==> config.mk <==
export PLATFORM = sky130hd
export DESIGN_NAME = fir_coeff_loader
export DESIGN_NICKNAME = d
export VERILOG_FILES = /design/src/rtl/fir_pkg.sv /design/src/rtl/fir_coeff_bank.sv /design/src/rtl/fir_coeff_loader.sv
export SDC_FILE = /design/constraint.sdc
export NUM_CORES = 2
export LEC_CHECK = 0
export ABC_CLOCK_PERIOD_IN_PS = 99800
export CAP_MARGIN = 25
export CORE_MARGIN = 2
export CORE_UTILIZATION = 45
export DETAILED_ROUTE_END_ITERATION = 10
export HOLD_SLACK_MARGIN = 0.05
export SYNTH_ARGS = -nofsm -noshare
export SYNTH_HDL_FRONTEND = slang
export SYNTH_SLANG_ARGS = --single-unit
==> constraint.sdc <==
create_clock -name fir_clk -period 99.8 [get_ports fir_clk]
set_clock_uncertainty 0.1 [all_clocks]
set_input_delay 19.96 -clock fir_clk [delete_from_list [all_inputs] [get_ports fir_clk]]
set_output_delay 19.96 -clock fir_clk [all_outputs]
set_load 0.01 [all_outputs]
==> src/rtl/fir_pkg.sv <==
// rtl/fir_pkg.sv - shared constants and loader state encoding for the FIR coefficient path
//
// Purpose : default tap geometry, loader FSM encoding and the index-width helper
//           used by fir_coeff_loader and fir_coeff_bank.
// Contents: TAPS_WIDTH_DEFAULT, TAPS_COUNT_DEFAULT, loader_state_t,
//           idx_width(), IDX_WIDTH_DEFAULT.

package fir_pkg;

   localparam int TAPS_WIDTH_DEFAULT = 16;
   localparam int TAPS_COUNT_DEFAULT = 40;

   typedef enum logic [1:0] {
      ST_IDLE  = 2'd0,
      ST_LOAD  = 2'd1,
      ST_FULL  = 2'd2,
      ST_ERROR = 2'd3
   } loader_state_t;

   // Width of a tap index; a single-tap bank still needs a one-bit index.
   function automatic int idx_width(input int count);
      return (count > 1) ? $clog2(count) : 1;
   endfunction

   localparam int IDX_WIDTH_DEFAULT = idx_width(TAPS_COUNT_DEFAULT);

endpackage

==> src/rtl/fir_coeff_bank.sv <==
// rtl/fir_coeff_bank.sv - one bank of FIR coefficient registers with a flat read bus
//
// Purpose : COUNT words of WIDTH bits, written one word per cycle, read all at once.
// Ports   : fir_clk         - clock
//           rst_active_high - asynchronous active-high reset, clears every word
//           wr_en           - write wr_data into word wr_idx on this edge
//           wr_idx          - word index 0..COUNT-1
//           wr_data         - word to store, bit-exact
//           rd_bus          - word i at bits [i*WIDTH +: WIDTH]

module fir_coeff_bank #(
   parameter int WIDTH = 16,
   parameter int COUNT = 40,
   parameter int IDX_W = 6
) (
   input  logic                     fir_clk,
   input  logic                     rst_active_high,
   input  logic                     wr_en,
   input  logic [IDX_W-1:0]         wr_idx,
   input  logic [WIDTH-1:0]         wr_data,
   output logic [COUNT*WIDTH-1:0]   rd_bus
);

   logic [WIDTH-1:0] mem [COUNT];

   // Per-word decode keeps indices beyond COUNT-1 from ever addressing storage.
   always_ff @(posedge fir_clk or posedge rst_active_high) begin
      if (rst_active_high) begin
         for (int i = 0; i < COUNT; i++) begin
            mem[i] <= '0;
         end
      end else begin
         for (int i = 0; i < COUNT; i++) begin
            if (wr_en && (wr_idx == IDX_W'(i))) begin
               mem[i] <= wr_data;
            end
         end
      end
   end

   for (genvar g = 0; g < COUNT; g++) begin : g_rd
      assign rd_bus[g*WIDTH +: WIDTH] = mem[g];
   end

endmodule

==> src/rtl/fir_coeff_loader.sv <==
// rtl/fir_coeff_loader.sv - streams FIR taps into a shadow bank and swaps it active on request
//
// Purpose : double-buffered coefficient store; the filter sees only complete banks.
// Ports   : fir_clk, rst_active_high   - clock, asynchronous active-high reset
//           s_data, s_valid, s_last    - coefficient stream, tap 0 first
//           s_ready                    - loader accepts a word this cycle
//           swap_req                   - make the complete shadow bank active
//           clear_err                  - leave ERROR
//           coeff_out                  - active bank, tap i at [i*TAPS_WIDTH +: TAPS_WIDTH]
//           swap_done                  - coeff_out has just taken the new bank
//           load_error                 - malformed load seen, waiting for clear_err
//           shadow_full                - complete shadow bank waiting for swap

module fir_coeff_loader
   import fir_pkg::*;
#(
   parameter int TAPS_WIDTH = TAPS_WIDTH_DEFAULT,
   parameter int TAPS_COUNT = TAPS_COUNT_DEFAULT
) (
   input  logic                             fir_clk,
   input  logic                             rst_active_high,
   input  logic [TAPS_WIDTH-1:0]            s_data,
   input  logic                             s_valid,
   input  logic                             s_last,
   output logic                             s_ready,
   input  logic                             swap_req,
   input  logic                             clear_err,
   output logic [TAPS_COUNT*TAPS_WIDTH-1:0] coeff_out,
   output logic                             swap_done,
   output logic                             load_error,
   output logic                             shadow_full
);

   localparam int IDX_W = idx_width(TAPS_COUNT);
   localparam logic [IDX_W-1:0] LAST_IDX = IDX_W'(TAPS_COUNT - 1);

   loader_state_t                      state;
   logic [IDX_W-1:0]                   wr_idx;
   logic                               active_ptr;   // 0: bank0 active, bank1 is shadow
   logic                               swap_pend;    // pointer moved last edge, reload coeff_out
   logic                               accept;
   logic                               wr_en0;
   logic                               wr_en1;
   logic [TAPS_COUNT*TAPS_WIDTH-1:0]   bus0;
   logic [TAPS_COUNT*TAPS_WIDTH-1:0]   bus1;
   logic [TAPS_COUNT*TAPS_WIDTH-1:0]   active_bus;

   // s_ready is registered and low only in FULL/ERROR (and reset), so it alone gates writes.
   assign accept     = s_valid && s_ready;
   assign wr_en0     = accept && active_ptr;
   assign wr_en1     = accept && !active_ptr;
   assign active_bus = active_ptr ? bus1 : bus0;

   fir_coeff_bank #(
      .WIDTH (TAPS_WIDTH),
      .COUNT (TAPS_COUNT),
      .IDX_W (IDX_W)
   ) u_bank0 (
      .fir_clk         (fir_clk),
      .rst_active_high (rst_active_high),
      .wr_en           (wr_en0),
      .wr_idx          (wr_idx),
      .wr_data         (s_data),
      .rd_bus          (bus0)
   );

   fir_coeff_bank #(
      .WIDTH (TAPS_WIDTH),
      .COUNT (TAPS_COUNT),
      .IDX_W (IDX_W)
   ) u_bank1 (
      .fir_clk         (fir_clk),
      .rst_active_high (rst_active_high),
      .wr_en           (wr_en1),
      .wr_idx          (wr_idx),
      .wr_data         (s_data),
      .rd_bus          (bus1)
   );

   always_ff @(posedge fir_clk or posedge rst_active_high) begin
      if (rst_active_high) begin
         state       <= ST_IDLE;
         wr_idx      <= '0;
         active_ptr  <= 1'b0;
         swap_pend   <= 1'b0;
         swap_done   <= 1'b0;
         coeff_out   <= '0;
         s_ready     <= 1'b0;
         load_error  <= 1'b0;
         shadow_full <= 1'b0;
      end else begin
         // Second half of a swap: the pointer already moved, now expose the new bank.
         swap_pend <= 1'b0;
         swap_done <= swap_pend;
         if (swap_pend) begin
            coeff_out <= active_bus;
         end

         case (state)
            ST_IDLE, ST_LOAD: begin
               s_ready <= 1'b1;
               if (accept) begin
                  if (wr_idx == LAST_IDX) begin
                     wr_idx  <= '0;
                     s_ready <= 1'b0;
                     if (s_last) begin
                        state       <= ST_FULL;
                        shadow_full <= 1'b1;
                     end else begin
                        state      <= ST_ERROR;
                        load_error <= 1'b1;
                     end
                  end else if (s_last) begin
                     state      <= ST_ERROR;
                     load_error <= 1'b1;
                     wr_idx     <= '0;
                     s_ready    <= 1'b0;
                  end else begin
                     state  <= ST_LOAD;
                     wr_idx <= wr_idx + IDX_W'(1);
                  end
               end
            end

            ST_FULL: begin
               if (swap_req) begin
                  active_ptr  <= !active_ptr;
                  swap_pend   <= 1'b1;
                  state       <= ST_IDLE;
                  s_ready     <= 1'b1;
                  shadow_full <= 1'b0;
               end
            end

            ST_ERROR: begin
               wr_idx <= '0;
               if (clear_err) begin
                  state      <= ST_IDLE;
                  s_ready    <= 1'b1;
                  load_error <= 1'b0;
               end
            end

            default: begin
               state <= ST_IDLE;
            end
         endcase
      end
   end

endmodule

==> results.sh <==
export IMPL_die_x_microns=421
export IMPL_post_cts_resized=0
export IMPL_final_antenna_net_count=0
export IMPL_vdd_drop_max_uv=28.1
export IMPL_initial_utilization=0.451
export IMPL_grt_pass1_vias=47400
export IMPL_io_pins=666
export IMPL_dpl_hpwl_microns=133000
export IMPL_r2r_start="active_ptr"
export IMPL_reg2reg_to="coeff_out[256]"
export IMPL_place_area_sq_um=86400
export IMPL_p_comb_frac=0.290
export IMPL_cts_post_setup_buffers_inserted=0
export IMPL_synth_cell_types=41
export IMPL_drc=0
export IMPL_die_area_sq_um=177000
export IMPL_syn_num_nets=5790
export IMPL_crit_path_end_kind="async pin"
export IMPL_gp_congestion=0.761
export IMPL_postSynthAreaPerCell_sq_um=13.6
export IMPL_syn_area_sq_um=78200
export IMPL_slew_viol_final=0
export IMPL_detail_route_iter0_violations=2975
export IMPL_p_seq_frac=0.423
export IMPL_powerDensity_nw_per_um2=27.5
export IMPL_area_growth_pct=19.4
export IMPL_rr_worst_depth=5
export IMPL_antenna_found_initial=9
export IMPL_dieHeight_microns=421
export IMPL_whs_path_depth=1
export IMPL_start_kind="primary input"
export IMPL_grt_max_degree=251
export IMPL_vias_per_cell=5.30
export IMPL_fin_util=0.539
export IMPL_clock_power_share=0.287
export IMPL_clock_latency_ns=0.82
export IMPL_status="finished, final reports clean"
export IMPL_yosys_warnings=0
export IMPL_h_tree_depth=4
export IMPL_drive_gt1_frac=0.276
export IMPL_grt_overflow=0
export IMPL_rows=153
export IMPL_hold_class="flip-flop to flip-flop"
export IMPL_critPathArrivalTime_ns=24.70
export IMPL_r2r_setup_slack_ns=95.35
export IMPL_cts_sinks=1934
export IMPL_io_buffers=665
export IMPL_ctsLongestPathBuffers=3
export IMPL_first_pass_iters=5
export IMPL_holdCritStartpoint="u_bank0.rd_bus[530]"
export IMPL_cts_buffers=201
export IMPL_drt_total_wl_microns=211000
export IMPL_swShare=0.316
export IMPL_hold_path_end="u_bank0.rd_bus[530]"
export IMPL_rsz0062_at_grt="no"
export IMPL_nNetsFinal=6288
export IMPL_core_sq_um=173000
export IMPL_tns_ns=0
export IMPL_drv_cap=0
export IMPL_vias=46400
export IMPL_postCtsHoldBufs=0
export IMPL_clockRootBuffer="clkbuf_16"
export IMPL_synth_seq_cells=1934
export IMPL_hold_violations=0
export IMPL_setup_violations_final=0
export IMPL_ys_seq_area_frac=0.619
export IMPL_grt_use_total=0.237
export IMPL_clk_pin_slew_ns=0.06
export IMPL_switching_power_mw=0.814
export IMPL_worstPathRequired_ns=100.69
export IMPL_cts_tree="done"
export IMPL_period_minus_slack_ns=23.81
export IMPL_fill_cells=14600
export IMPL_syn_inst=5764
export IMPL_fmax_mhz=42.0
export IMPL_fin_crit_sh=0.239
export IMPL_tightest_slew_ns=1.31
export IMPL_grt_pass1_wl_microns=315000
export IMPL_leakage_nw=44.9
export IMPL_wl_per_cell_microns=24.2
export IMPL_cp_max_fo=117
export IMPL_relSlewSlack=0.126
export IMPL_crit_type="primary input to async pin"
export IMPL_power_internal_mw=1.76
export IMPL_postLayoutCellArea_sq_um=93400
## cell usage after synthesis (all sizes together)
cell type	number	area, sq um
and2	2	12.5
nor4	1	6.26
or2	1	6.26
a22o	1	8.76
buf	179	990
ha	4	50.1
xor2	2	17.5
and3b	3	26.3
inv	4	15.0
nand3	30	355
o21ai	7	35.0
nor2b	3	18.8
nor4b	1	8.76
clkbuf	286	1070
xnor2	2	17.5
nor3	2	32.5
mux2i	641	6420
mux2	1280	14400
nand3b	2	27.5
a21oi	643	3220
and2b	1	7.51
nand2	27	116
nand2b	6	37.5
o31ai	1	7.51
nand4	2	42.5
dfrtp	1934	48400
o21a	1	7.51
nor2	693	2810
and3	3	18.8
o2111ai	2	17.5
## kinds of logic after synthesis
group / count (synthesis) / share of synthesized area
flops: 1934 / 0.619
fa+ha+maj: 4 / 0.000640
mux: 1921 / 0.266
compound gates: 655 / 0.0421
buf+inv: 469 / 0.0266
xor+xnor: 4 / 0.000448
simple gates: 777 / 0.0451
## state kept, by name, summed over array words and instances (netlist names)
| register | cells |
|---|---|
| coeff_out | 640 |
| u_bank0.rd_bus | 640 |
| u_bank1.rd_bus | 640 |
| wr_idx | 6 |
| state | 2 |
| active_ptr | 1 |
| load_error | 1 |
| s_ready | 1 |
| shadow_full | 1 |
| swap_done | 1 |
| swap_pend | 1 |
## worst max-delay path by stage
stage / startpoint / endpoint / slack (ns) / cells past startpoint
after floorplan: rst_active_high / active_ptr / 25.12 / 1
after global placement: rst_active_high / u_bank0.rd_bus[391] / 74.26 / 7
after detailed placement: rst_active_high / u_bank0.rd_bus[391] / 74.17 / 7
after CTS: rst_active_high / u_bank0.rd_bus[391] / 75.07 / 7
after global routing: rst_active_high / u_bank0.rd_bus[410] / 75.33 / 9
final: rst_active_high / u_bank0.rd_bus[277] / 75.99 / 7
## power groups by stage
| stage | clock network (mW) | logic (mW) | registers, mW |
|---|---|---|---|
| 4_1_cts | 0.756 | 0.751 | 1.09 |
| 2_1_floorplan | 0 | 0.310 | 1.11 |
| 5_1_grt | 0.789 | 0.799 | 1.10 |
| 3_3_place_gp | 0 | 0.740 | 1.10 |
| 6_report | 0.738 | 0.746 | 1.09 |
| 3_5_place_dp | 0 | 0.747 | 1.10 |
## cell usage in the layout, fill, tap and decap left out, drive strengths merged, types with 2 or more instances in the layout
master / instances
dfrtp: 1934
mux2: 1280
nor2: 693
clkdlybuf4s50: 649
a21oi: 643
mux2i: 641
clkbuf: 312
buf: 111
clkinv: 46
nand3: 30
nand2: 27
o21ai: 7
nand2b: 6
inv: 6
bufinv: 5
ha: 4
clkinvlp: 4
diode: 3
and3b: 3
and3: 3
nor2b: 3
nor3: 2
and2: 2
o2111ai: 2
xor2: 2
xnor2: 2
nand4: 2
nand3b: 2
## worst max-delay path: stages
cell and delay [ns]:
clkdlybuf4s50_1 0.50, inv_8 0.58, buf_4 0.85, buf_4 0.84
buf_4 0.86, buf_4 0.55, buf_12 0.31
## layer usage
metal  share of wire  wire length [microns]  up-vias  track usage
met1            0.44                  92400    24200        0.316
met2            0.49                 104000      811        0.393
met3           0.033                   7020      281       0.0333
li1                -                      -    21100            -
met4           0.036                   7620        0       0.0909
met5               0                      0        -            0
## stage by stage
step | hold slack [ns] | setup slack (ns) | instances | power [mW]
after floorplan | 0.270 | 25.12 | 5764 | 1.42
final | 0.384 | 75.99 | 8756 | 2.57
after detailed placement | 0.374 | 74.17 | 8364 | 1.85
after global routing | 0.396 | 75.33 | 8756 | 2.69
after global placement | 0.368 | 74.26 | 8361 | 1.84
after CTS | 0.387 | 75.07 | 8733 | 2.60
## cell type report
class,instances,area [sq um],area share
Clock inverter,57,502,0.00537
Tap cell,2325,2910,0.0312
Clock buffer,312,6050,0.0648
Sequential cell,1934,48400,0.518
Timing Repair Buffer,760,7740,0.0829
Inverter,4,22.5,0.000241
Multi-Input combinational cell,3361,27700,0.297
Antenna cell,3,7.51,0.0000804
Note: power is estimated with default switching activity, not from simulation.
